--- src/rtl/systolic_feeder.sv ---
// systolic_feeder: holds host-written A/B matrices and streams skewed operands into a PE array,
// one load_out beat at a time, each beat waiting for done_in before the next is issued.
module systolic_feeder #(
    parameter int N  = 2,
    parameter int DW = 2,
    parameter int AW = 2
) (
    input  logic            clk,
    input  logic            rst,
    input  logic            wr_en,
    input  logic            wr_sel,
    input  logic [AW-1:0]   wr_addr,
    input  logic [DW-1:0]   wr_data,
    input  logic            start,
    input  logic            done_in,
    output logic            busy,
    output logic            array_rst,
    output logic            load_out,
    output logic [N*DW-1:0] row_bus,
    output logic [N*DW-1:0] col_bus,
    output logic            feed_done
);
    localparam int BEATS = 3 * N - 2;
    localparam int CW    = $clog2(BEATS + 1);
    localparam int IW    = $clog2(N * N);

    typedef enum logic [2:0] {IDLE, CLR, ISSUE, WAIT, FIN} state_t;

    state_t          state;
    logic [DW-1:0]   mem_a [N*N];
    logic [DW-1:0]   mem_b [N*N];
    logic [CW-1:0]   t;
    logic [CW-1:0]   t_nxt;
    logic [N*DW-1:0] row_nxt;
    logic [N*DW-1:0] col_nxt;

    always_ff @(posedge clk) begin
        if (wr_en && !busy && int'(wr_addr) < N * N) begin
            if (wr_sel) mem_b[IW'(wr_addr)] <= wr_data;
            else        mem_a[IW'(wr_addr)] <= wr_data;
        end
    end

    // Operands for the beat about to be issued: beat 0 from CLR, t+1 from WAIT.
    assign t_nxt = (state == CLR) ? '0 : t + CW'(1);

    always_comb begin
        row_nxt = '0;
        col_nxt = '0;
        for (int i = 0; i < N; i++) begin
            row_nxt[i*DW +: DW] = (int'(t_nxt) >= i && int'(t_nxt) - i < N) ?
                                  mem_a[IW'(i * N + int'(t_nxt) - i)] : '0;
            col_nxt[i*DW +: DW] = (int'(t_nxt) >= i && int'(t_nxt) - i < N) ?
                                  mem_b[IW'((int'(t_nxt) - i) * N + i)] : '0;
        end
    end

    always_ff @(posedge clk) begin
        if (rst) begin
            state     <= IDLE;
            t         <= '0;
            busy      <= 1'b0;
            array_rst <= 1'b0;
            load_out  <= 1'b0;
            feed_done <= 1'b0;
            row_bus   <= '0;
            col_bus   <= '0;
        end else begin
            case (state)
                IDLE: if (start) begin
                    state     <= CLR;
                    busy      <= 1'b1;
                    array_rst <= 1'b1;
                    row_bus   <= '0;
                    col_bus   <= '0;
                end
                CLR: begin
                    state     <= ISSUE;
                    t         <= '0;
                    array_rst <= 1'b0;
                    load_out  <= 1'b1;
                    row_bus   <= row_nxt;
                    col_bus   <= col_nxt;
                end
                ISSUE: begin
                    state    <= WAIT;
                    load_out <= 1'b0;
                end
                WAIT: if (done_in) begin
                    if (t == CW'(BEATS - 1)) begin
                        state     <= FIN;
                        feed_done <= 1'b1;
                        row_bus   <= '0;
                        col_bus   <= '0;
                    end else begin
                        state    <= ISSUE;
                        t        <= t_nxt;
                        load_out <= 1'b1;
                        row_bus  <= row_nxt;
                        col_bus  <= col_nxt;
                    end
                end
                FIN: begin
                    state     <= IDLE;
                    busy      <= 1'b0;
                    feed_done <= 1'b0;
                end
                default: state <= IDLE;
            endcase
        end
    end
endmodule

--- config.mk ---
export PLATFORM = sky130hd
export DESIGN_NAME = systolic_feeder
export DESIGN_NICKNAME = d
export VERILOG_FILES = /design/src/rtl/systolic_feeder.sv
export SDC_FILE = /design/constraint.sdc
export NUM_CORES = 1
export LEC_CHECK = 0
export ABC_CLOCK_PERIOD_IN_PS = 2000
export BUFFER_PORTS_ARGS = -buffer_cell sky130_fd_sc_hd__buf_2
export CORE_MARGIN = 5
export CORE_UTILIZATION = 45
export DETAILED_ROUTE_END_ITERATION = 12
export GPL_ROUTABILITY_DRIVEN = 0
export HOLD_SLACK_MARGIN = 0.12
export MAX_ROUTING_LAYER = met4
export PLACE_DENSITY = 0.67
export RECOVER_POWER = 100
export SYNTH_ARGS = -nofsm -noshare
export SYNTH_HDL_FRONTEND = slang
export SYNTH_SLANG_ARGS = --single-unit
--- constraint.sdc ---
create_clock -name clk -period 2 [get_ports clk]
set_input_delay 0.5 -clock clk [delete_from_list [all_inputs] [get_ports clk]]
set_output_delay 0.5 -clock clk [all_outputs]
set_load 0.03 [all_outputs]
After elaboration in Yosys (flattened, before gate mapping)
Memory sizes are Yosys's and may differ from the RTL's.
Index checks and enable logic that the tools add are counted.
{"block": "totals", "ff_bits": 18, "latchBits": 0, "mem_bits_rw": 16, "mem_bits_ro": 0, "output_inout_bits": 12, "word_cells": 78, "n_memories": 2}
{"memory": "mem_a", "words": 4, "word_bits": 2, "rd": 2, "rd_clocked_by_memory_dff": 0, "wr": 1, "line_no": "30", "rtl": "logic [DW-1:0] mem_a [N*N];"}
{"memory": "mem_b", "words": 4, "word_bits": 2, "rd": 2, "rd_clocked_by_memory_dff": 0, "wr": 1, "line_no": "31", "rtl": "logic [DW-1:0] mem_b [N*N];"}
{"block": "op_classes", "add_sub_neg": 5, "n_mul": 0, "div_mod_pow": 0, "n_lt_le_gt_ge": 3, "eq_ne": 9, "shift": 0, "n_mux": 34, "bitwise_logic": 0, "reduce_logical": 17}
{"operator": "case mux 4 bit (3 select lines)", "count": 2}
{"operator": "two-way mux 4 bit", "count": 5}
{"operator": "two-way mux 3 bit", "count": 6}
{"operator": "case mux 3 bit (4 select lines)", "count": 1}
{"operator": "AND reduction 3 bit", "count": 4}
{"operator": "two-way mux 1 bit", "count": 11}
{"operator": "== test 3 x 2 -> 1 bit, second input constant", "count": 3}
{"operator": "two-way mux 2 bit", "count": 4}
{"operator": "inequality test 2 bit, second input constant", "count": 4}
{"operator": "nonzero test 2 bit", "count": 4}
{"operator": "case mux 1 bit (2 select lines)", "count": 3}
{"operator": "case mux 3 bit (2 select lines)", "count": 1}
{"operator": "AND reduction 2 bit", "count": 3}
{"operator": "nonzero test 3 bit", "count": 2}
{"operator": "less-than comparator 4 x 3 -> 1 bit, second input constant", "count": 1}
{"operator": "subtractor 3 x 1 -> 4 bit, second input constant", "count": 1}
{"operator": "adder 3 x 1 -> 3 bit, second input constant", "count": 1}
{"operator": "== test 3 x 1 -> 1 bit, second input constant", "count": 1}
{"operator": "== test 3 bit, second input constant", "count": 1}
{"operator": ">= comparator 3 x 1 -> 1 bit, second input constant", "count": 1}
{"operator": "zero test 3 bit", "count": 1}
{"operator": "less-than comparator 3 x 2 -> 1 bit, second input constant", "count": 1}
{"operator": "case mux 1 bit (3 select lines)", "count": 1}
{"operator": "adder 2 bit, first input constant", "count": 1}
{"operator": "4 further kinds", "count": 5}

Longest topological paths before layout
Gate-level depths: netlist of run 1.
{"block": "depth", "word_depth": 9, "mapped_depth": 10, "mapped_depth_nobuf": 9}

Worst setup path before layout of run 1
OpenSTA, ideal clock, no wires.
{"block": "synth_path", "path_kind": "reg2reg", "from": "register state[0]", "to": "register col_bus[2]", "setup_ns": 0.070, "arrival_time_ns": 2.005, "setup_slack_ns": -0.075, "path_stages_with_launch": 10, "path_cell_list": "dfxtp_1 -> buf_2 -> or3b_2 -> clkbuf_1 -> nand2_1 -> ha_1 -> a21boi_0 -> a221oi_1 -> o211ai_1 -> a21oi_1"}
{"block": "synth_via", "elab_chain_len": 9}
{"element": "start, declared", "line_no": "29", "rtl": "state_t state;"}
{"element": "start signal, assigned", "line_no": "60", "rtl": "state <= IDLE;"}
{"element": "start signal, assigned", "line_no": "71", "rtl": "state <= CLR;"}
{"element": "start signal, assigned", "line_no": "78", "rtl": "state <= ISSUE;"}
{"element": "== test 3 x 1 -> 1 bit", "line_no": "45, 69"}
{"element": "two-way mux 3 bit", "line_no": "45", "rtl": "assign t_nxt = (state == CLR) ? '0 : t + CW'(1);"}
{"element": "subtractor 3 x 1 -> 4 bit", "line_no": "54", "rtl": "mem_b[IW'((int'(t_nxt) - i) * N + i)] : '0;"}
{"element": "adder 2 bit or less-than comparator 4 x 3 -> 1 bit (tied branches)", "line_no": "54, 53"}
{"element": "memory (4 x 2 bit) or logical AND 1 bit (tied branches)"}
{"element": "two-way mux 2 bit", "line_no": "53", "rtl": "col_nxt[i*DW +: DW] = (int'(t_nxt) >= i && int'(t_nxt) - i < N) ?"}
{"element": "two-way mux 4 bit", "line_no": "90", "rtl": "if (t == CW'(BEATS - 1)) begin"}
{"element": "two-way mux 4 bit", "line_no": "89", "rtl": "WAIT: if (done_in) begin"}
{"element": "case mux 4 bit (3 select lines)", "line_no": "69", "rtl": "case (state)"}
{"element": "end signal, assigned", "line_no": "83", "rtl": "col_bus <= col_nxt;"}
{"element": "end signal, assigned", "line_no": "100", "rtl": "col_bus <= col_nxt;"}
{"element": "end, declared", "line_no": "20", "rtl": "output logic [N*DW-1:0] col_bus,"}
Several ways; a longest one is shown, not always the timed one. The select of a mux whose other input is x is not followed.
A chain may end at the register's enable or synchronous reset.

Final worst setup path of run 1
{"block": "layout_path", "from": "register t[0]", "to": "register col_bus[3]"}
{"block": "layout_via", "elab_chain_len": 9}
{"element": "start, declared", "line_no": "32", "rtl": "logic [CW-1:0] t;"}
{"element": "start signal, assigned", "line_no": "97", "rtl": "t <= t_nxt;"}
{"element": "adder 3 x 1 -> 3 bit", "line_no": "45"}
{"element": "two-way mux 3 bit", "line_no": "45"}
{"element": "subtractor 3 x 1 -> 4 bit", "line_no": "54"}
{"element": "adder 2 bit or less-than comparator 4 x 3 -> 1 bit (tied branches)", "line_no": "54, 53"}
{"element": "memory (4 x 2 bit) or logical AND 1 bit (tied branches)"}
{"element": "two-way mux 2 bit", "line_no": "53"}
{"element": "two-way mux 4 bit", "line_no": "90"}
{"element": "two-way mux 4 bit", "line_no": "89"}
{"element": "case mux 4 bit (3 select lines) (*)", "line_no": "69"}
Mark *: on every way between the ends. The rest lies on a longest branch, timed or not. The select of a mux whose other input is x is not followed.

==> impl_metrics.json, run 1 <==
{
  "r2r_slack_ns": 0.13,
  "r2r-end": "col_bus[3]$_SDFFE_PP0P_",
  "pwr-share-clk_pct": 27.2,
  "die-area_um2": 4860,
  "p_seq_share_pct": 56.3,
  "worstPathArrival_ns": 2.15,
  "finalCriticalPeriod_ns": 1.87,
  "status": "finished clean",
  "cp-end-kind": "flip-flop",
  "critical_path.max_fanout": 12,
  "syn_area_per_cell_um2": 10.1,
  "grt_antenna_before_repair": 0,
  "portBuffers": 21,
  "ys_ff_latch": 34,
  "hold_depth": 2,
  "drt_iter0_drc": 87,
  "fin_util_pct": 55.5,
  "overflow": 0,
  "synth_area_um2": 1610,
  "synth_edf_count": 16,
  "area_growth_pct": 17.2,
  "ant_nets": 0,
  "drv_slew": 0,
  "holdPathEnd": "row_bus[1]$_SDFFE_PP0P_",
  "via_per_inst": 5.39,
  "route.detailed.drc": 0,
  "crit_start": "t[0]$_SDFFE_PP0P_",
  "p_sw_share_pct": 29.3,
  "switching_power_mw": 0.400,
  "setup_viol": 0,
  "dr_wl_met3_um": 194,
  "cts_tree": "yes",
  "synthTopCellsByArea": "edfxtp_1, dfxtp_1, a21oi_1, ha_1, nor4_1",
  "synthTopCellsByCount": "dfxtp_1, edfxtp_1, a21oi_1",
  "netlist.area_leader.share_pct": 29.9,
  "worstPathRequired_ns": 2.28,
  "grt_pass1_wl_mm": 5.84,
  "cts-htree-levels": 2,
  "synth-async-reset-ratio_pct": 0,
  "yosysSeqAreaShare_pct": 52.4,
  "cts_hold_buffers": 0,
  "min_from": "row_bus[1]$_SDFFE_PP0P_",
  "routed-via-count": 1272,
  "rsz0062_at_grt": "false",
  "layout-drive-gt1-share_pct": 19.5,
  "max_freq_ghz": 0.534,
  "fin_nets": 204,
  "yosysWarningCount": 0,
  "cts.sinks": 34,
  "combPwrFrac_pct": 16.5,
  "power_mw": 1.37,
  "die_w_um": 69.7,
  "synth_area_leader_cell": "edfxtp_1",
  "synth_nets": 174,
  "relSlewSlack_pct": 70.1,
  "p_int_mw": 0.967,
  "yosysMostFrequentCell": "dfxtp_1",
  "path_clk_slew_ns": 0.11,
  "clock_path_buffers": 2,
  "synth_top_flop_cell": "dfxtp_1",
  "crit_type": "flip-flop to flip-flop",
  "wirelength_met1_mm": 1.54,
  "drt-total-wl_mm": 3.53,
  "worst_pin_slew_ns": 0.445,
  "dpl_worst_slack_ns": 0.0238,
  "grt_pass1_vias": 1270,
  "fin_ws_ns": 0.129,
  "p_leak_nw": 0.674,
  "synth_cell_types": 36,
  "antenna_cells": 0,
  "route.met2.wl_mm": 1.68,
  "routedWlPerCell_um": 14.9,
  "grt_max_degree": 20,
  "dr.pass1.iters": 4,
  "rows": 21,
  "ff2ff_path_depth": 9,
  "fin_crit_sh_pct": 93.6,
  "syn_inst": 159,
  "topRoutingLayerUsed": "met4",
  "hpwlAfterDp_mm": 2.66,
  "max-vdd-ir-drop_uv": 371,
  "start_kind": "flip-flop",
  "die_h_um": 69.7,
  "hold_path.class": "flip-flop to flip-flop",
  "worstSkewPairLatency_ns": 0.35,
  "r2r-start": "t[0]$_SDFFE_PP0P_",
  "setup_tns_ns": 0,
  "hold_ws_ns": 0.458,
  "ioPinCount": 22,
  "p_per_area_nw_per_um2": 727,
  "cap_violations": 0,
  "finalHoldViolCount": 0,
  "core_area_um2": 3390,
  "cts_root_buf": "clkbuf_4",
  "start_util_pct": 47.4,
  "grt_usage_pct": 15.6,
  "cts_buffers": 5,
  "skew_ns": 0.00730
}
[placed cells by master (no fill, tap or decap), types with 5 or more instances in the layout]
master / instances
a21oi_1: 15
buf_2: 7
buf_4: 6
clkbuf_1: 17
clkbuf_4: 5
dfxtp_1: 16
edfxtp_1: 16
inv_1: 12
nand2_1: 12
nand2b_1: 6
nand3b_1: 5
nor2_1: 13
nor4_1: 8
o21ai_0: 8
[per-layer routing]
layer | global-route usage (%) | up-vias
met5 | - | -
li1 | - | 629
met1 | 17.6 | 592
met4 | 8.51 | 0
met3 | 6.38 | 15
met2 | 23.5 | 36
[repair_timing]
| item | in CTS | in global routing |
|---|---|---|
| endpoints found under the setup margin | 0 | 4 |
| hold endpoints to repair | 0 | 0 |
| setup buffers | 0 | 2 |
| resized for setup | 0 | 10 |
[worst max-delay path by stage]
stage / endpoint / slack (ns)
after global routing: col_bus[3]$_SDFFE_PP0P_ / 0.005
after CTS: col_bus[3]$_SDFFE_PP0P_ / 0.003
after global placement: col_bus[3]$_SDFFE_PP0P_ / 0.11
after floorplan: col_bus[2]$_SDFFE_PP0P_ / 0.02
final: col_bus[3]$_SDFFE_PP0P_ / 0.13
after detailed placement: col_bus[3]$_SDFFE_PP0P_ / 0.02
[registers in the layout, indices dropped and copies added (netlist names)]
| name | flops |
|---|---|
| mem_a | 8 |
| mem_b | 8 |
| col_bus | 4 |
| row_bus | 4 |
| state | 3 |
| t | 3 |
| array_rst | 1 |
| busy | 1 |
| feed_done | 1 |
| load_out | 1 |
[power by group through the flow]
| stage | logic, mW | registers, mW | clock network, mW |
|---|---|---|---|
| 5_1_grt | 0.249 | 0.773 | 0.424 |
| 2_1_floorplan | 0.126 | 0.809 | 0 |
| 6_report | 0.226 | 0.770 | 0.372 |
| 3_5_place_dp | 0.223 | 0.785 | 0 |
| 3_3_place_gp | 0.217 | 0.783 | 0 |
| 4_1_cts | 0.224 | 0.769 | 0.382 |
[kinds of logic (layout without fill, tap and decap cells)]
| group | Yosys count | after routing | synth area share [%] |
|---|---|---|---|
| AO/OA/AOI/OAI | 38 | 38 | 14.0 |
| adder cells (fa/ha/maj) | 5 | 5 | 3.90 |
| buffers and inverters | 19 | 50 | 4.99 |
| flip-flops | 34 | 34 | 52.4 |
| multiplexers | 2 | 2 | 2.81 |
| AND/OR/NAND/NOR | 61 | 61 | 21.9 |
[worst max-delay path, stage by stage, from the launching register on]
cell      delay (ns)
dfxtp_2         0.35
buf_4           0.18
nor2_4          0.11
inv_1           0.05
ha_1            0.18
ha_1            0.17
a21boi_1        0.13
a221oi_2        0.30
o211ai_1        0.16
a21oi_1         0.16
[area by class of cell]
| type | instances | area (um2) |
|---|---|---|
| clock buffer | 5 | 37.5 |
| clock inverter | 3 | 16.3 |
| fill | 328 | 1510 |
| inverter | 12 | 45.0 |
| multi-input combinational | 106 | 736 |
| sequential | 34 | 846 |
| tap | 46 | 57.6 |
| timing repair buffer | 30 | 144 |
[per-stage QoR]
| step | instance area [um2] | instances |
|---|---|---|
| after floorplan | 1610 | 159 |
| after global placement | 1800 | 227 |
| after detailed placement | 1800 | 227 |
| after CTS | 1850 | 235 |
| after global routing | 1880 | 236 |
| final | 1880 | 236 |
Power figures use the tool's default switching activity.
==> run 2: changes to the inputs <==
--- a/config.mk
+++ b/config.mk
@@ -7,14 +7,13 @@
 export LEC_CHECK = 0
 export ABC_CLOCK_PERIOD_IN_PS = 2000
 export BUFFER_PORTS_ARGS = -buffer_cell sky130_fd_sc_hd__buf_2
-export CORE_MARGIN = 5
+export CORE_MARGIN = 2
 export CORE_UTILIZATION = 45
 export DETAILED_ROUTE_END_ITERATION = 12
 export GPL_ROUTABILITY_DRIVEN = 0
 export HOLD_SLACK_MARGIN = 0.12
 export MAX_ROUTING_LAYER = met4
 export PLACE_DENSITY = 0.67
-export RECOVER_POWER = 100
 export SYNTH_ARGS = -nofsm -noshare
 export SYNTH_HDL_FRONTEND = slang
 export SYNTH_SLANG_ARGS = --single-unit
==> impl_metrics.json, run 2 (same netlist as run 1, synthesis figures left out) <==
{
  "die-area_um2": 4060,
  "r2r-start": "state[1]$_SDFFE_PP0P_",
  "finalCriticalPeriod_ns": 1.88,
  "antenna_cells": 0,
  "p_per_area_nw_per_um2": 722,
  "worst_pin_slew_ns": 0.418,
  "path_clk_slew_ns": 0.11,
  "relSlewSlack_pct": 71.8,
  "reg_top3": "mem_a: 8 flops, mem_b: 8 flops",
  "area_growth_pct": 17.5,
  "placed_cell_area_um2": 1800,
  "hold_path.class": "input pin to flip-flop",
  "portBuffers": 21,
  "worstPathRequired_ns": 2.28,
  "power_mw": 1.36,
  "routedWlPerCell_um": 13.5,
  "cts_tree": "yes",
  "routed-via-count": 1269,
  "p_sw_share_pct": 28.7,
  "cts_root_buf": "clkbuf_4",
  "grt_antenna_before_repair": 0,
  "hold_depth": 1,
  "grt_pass1_vias": 1196,
  "p_leak_nw": 0.721,
  "setup_tns_ns": 0,
  "clock_path_buffers": 2,
  "fin_crit_sh_pct": 94.1,
  "grt_max_degree": 20,
  "cts-htree-levels": 2,
  "drv_slew": 0,
  "finalHoldViolCount": 0,
  "p_seq_share_pct": 56.5,
  "drt_iter0_drc": 69,
  "ioPinCount": 22,
  "fin_nets": 203,
  "cap_violations": 0,
  "core_area_um2": 3390,
  "critical_path.max_fanout": 6,
  "cts.sinks": 34,
  "crit_type": "flip-flop to flip-flop",
  "r2r-end": "col_bus[2]$_SDFFE_PP0P_",
  "cts_hold_buffers": 0,
  "skew_ns": 0.00854,
  "max_freq_ghz": 0.531,
  "via_per_inst": 5.40,
  "grt_usage_pct": 18.1,
  "status": "finished clean",
  "hpwlAfterDp_mm": 2.44,
  "holdPathEnd": "mem_b[0][1]$_DFFE_PP_",
  "combPwrFrac_pct": 16.4,
  "final_cell_mix": "buf_2, dfxtp_1, edfxtp_1",
  "ff2ff_path_depth": 7,
  "worstPathArrival_ns": 2.17,
  "post_cts_buffers": 0,
  "final_common_cell": "buf_2",
  "route.detailed.drc": 0,
  "die_w_um": 63.7,
  "r2r_slack_ns": 0.12,
  "pwr-share-clk_pct": 27.1,
  "max-vdd-ir-drop_uv": 346,
  "final_area_um2": 1890,
  "layout-drive-gt1-share_pct": 26.5,
  "start_kind": "flip-flop",
  "switching_power_mw": 0.391,
  "rsz0062_at_grt": "false",
  "min_from": "wr_data[1]",
  "cp-end-kind": "flip-flop",
  "dr.pass1.iters": 4,
  "overflow": 0,
  "rows": 21,
  "start_util_pct": 47.4,
  "drt-total-wl_mm": 3.17,
  "worstSkewPairLatency_ns": 0.34,
  "setup_viol": 0,
  "p_int_mw": 0.970,
  "ant_nets": 0,
  "cts_buffers": 5,
  "die_h_um": 63.7,
  "grt_pass1_wl_mm": 5.45
}
==> run 2: cell types whose count changed in the layout (fill, tap and decap cells not counted), sizes merged <==
cell	change
clkbuf	-17
buf	+16
==> run 2: metrics by stage <==
stage / utilization [%] / std cells / hold slack, ns / setup WS [ns]
final: 55.6 / 235 / 0.437 / 0.118
after global routing: 55.6 / 235 / 0.436 / 0.00386
after CTS: 54.7 / 235 / 0.435 / 0.0211
after detailed placement: 53.1 / 227 / 0.449 / 0.0425
after global placement: 53.1 / 227 / 0.440 / 0.147
after floorplan: - / 159 / 0.436 / 0.0202
==> run 2: worst max-delay path, stage by stage, from the launching register on <==
cell and delay, ns:
dfxtp_4 0.39, or3b_2 0.49, nand2_2 0.09, ha_1 0.16, a21boi_1 0.07, a221oi_2 0.32, o211ai_1 0.15, a21oi_1 0.14
==> run 2: power by group through the flow <==
stage | clock [mW] | sequential (mW) | combinational [mW]
after global routing | 0.403 | 0.773 | 0.245
after detailed placement | 0 | 0.785 | 0.221
final | 0.368 | 0.769 | 0.223
after global placement | 0 | 0.783 | 0.217
after floorplan | 0 | 0.809 | 0.126
after CTS | 0.376 | 0.769 | 0.222
==> run 2: final cells by class <==
cell class / instances / area, um2
Inverter: 12 / 45.0
Clock inverter: 3 / 16.3
Sequential cell: 34 / 846
Timing Repair Buffer: 29 / 165
Multi-Input combinational cell: 106 / 718
Clock buffer: 5 / 37.5
Fill cell: 306 / 1500
Tap cell: 46 / 57.6
==> run 2: metal layers <==
metal | global-route usage, % | wire length (um)
met1 | 22.5 | 1510
met2 | 27.1 | 1450
met3 | 4.11 | 157
met4 | 10.6 | 59
met5 | - | 0
==> run 2: repair_timing <==
action,in CTS,in global routing
setup endpoints to repair,0,4
resized for setup,0,6
endpoints found under the hold margin,0,0
==> run 2: how the worst max path moves through the flow <==
stage	endpoint	cells past startpoint	start
floorplan	col_bus[2]$_SDFFE_PP0P_	10	state[0]$_SDFFE_PP0P_
global placement	col_bus[3]$_SDFFE_PP0P_	8	t[0]$_SDFFE_PP0P_
detailed placement	col_bus[2]$_SDFFE_PP0P_	8	t[0]$_SDFFE_PP0P_
CTS	col_bus[2]$_SDFFE_PP0P_	8	t[0]$_SDFFE_PP0P_
global route	col_bus[2]$_SDFFE_PP0P_	7	state[1]$_SDFFE_PP0P_
finish	col_bus[2]$_SDFFE_PP0P_	7	state[1]$_SDFFE_PP0P_
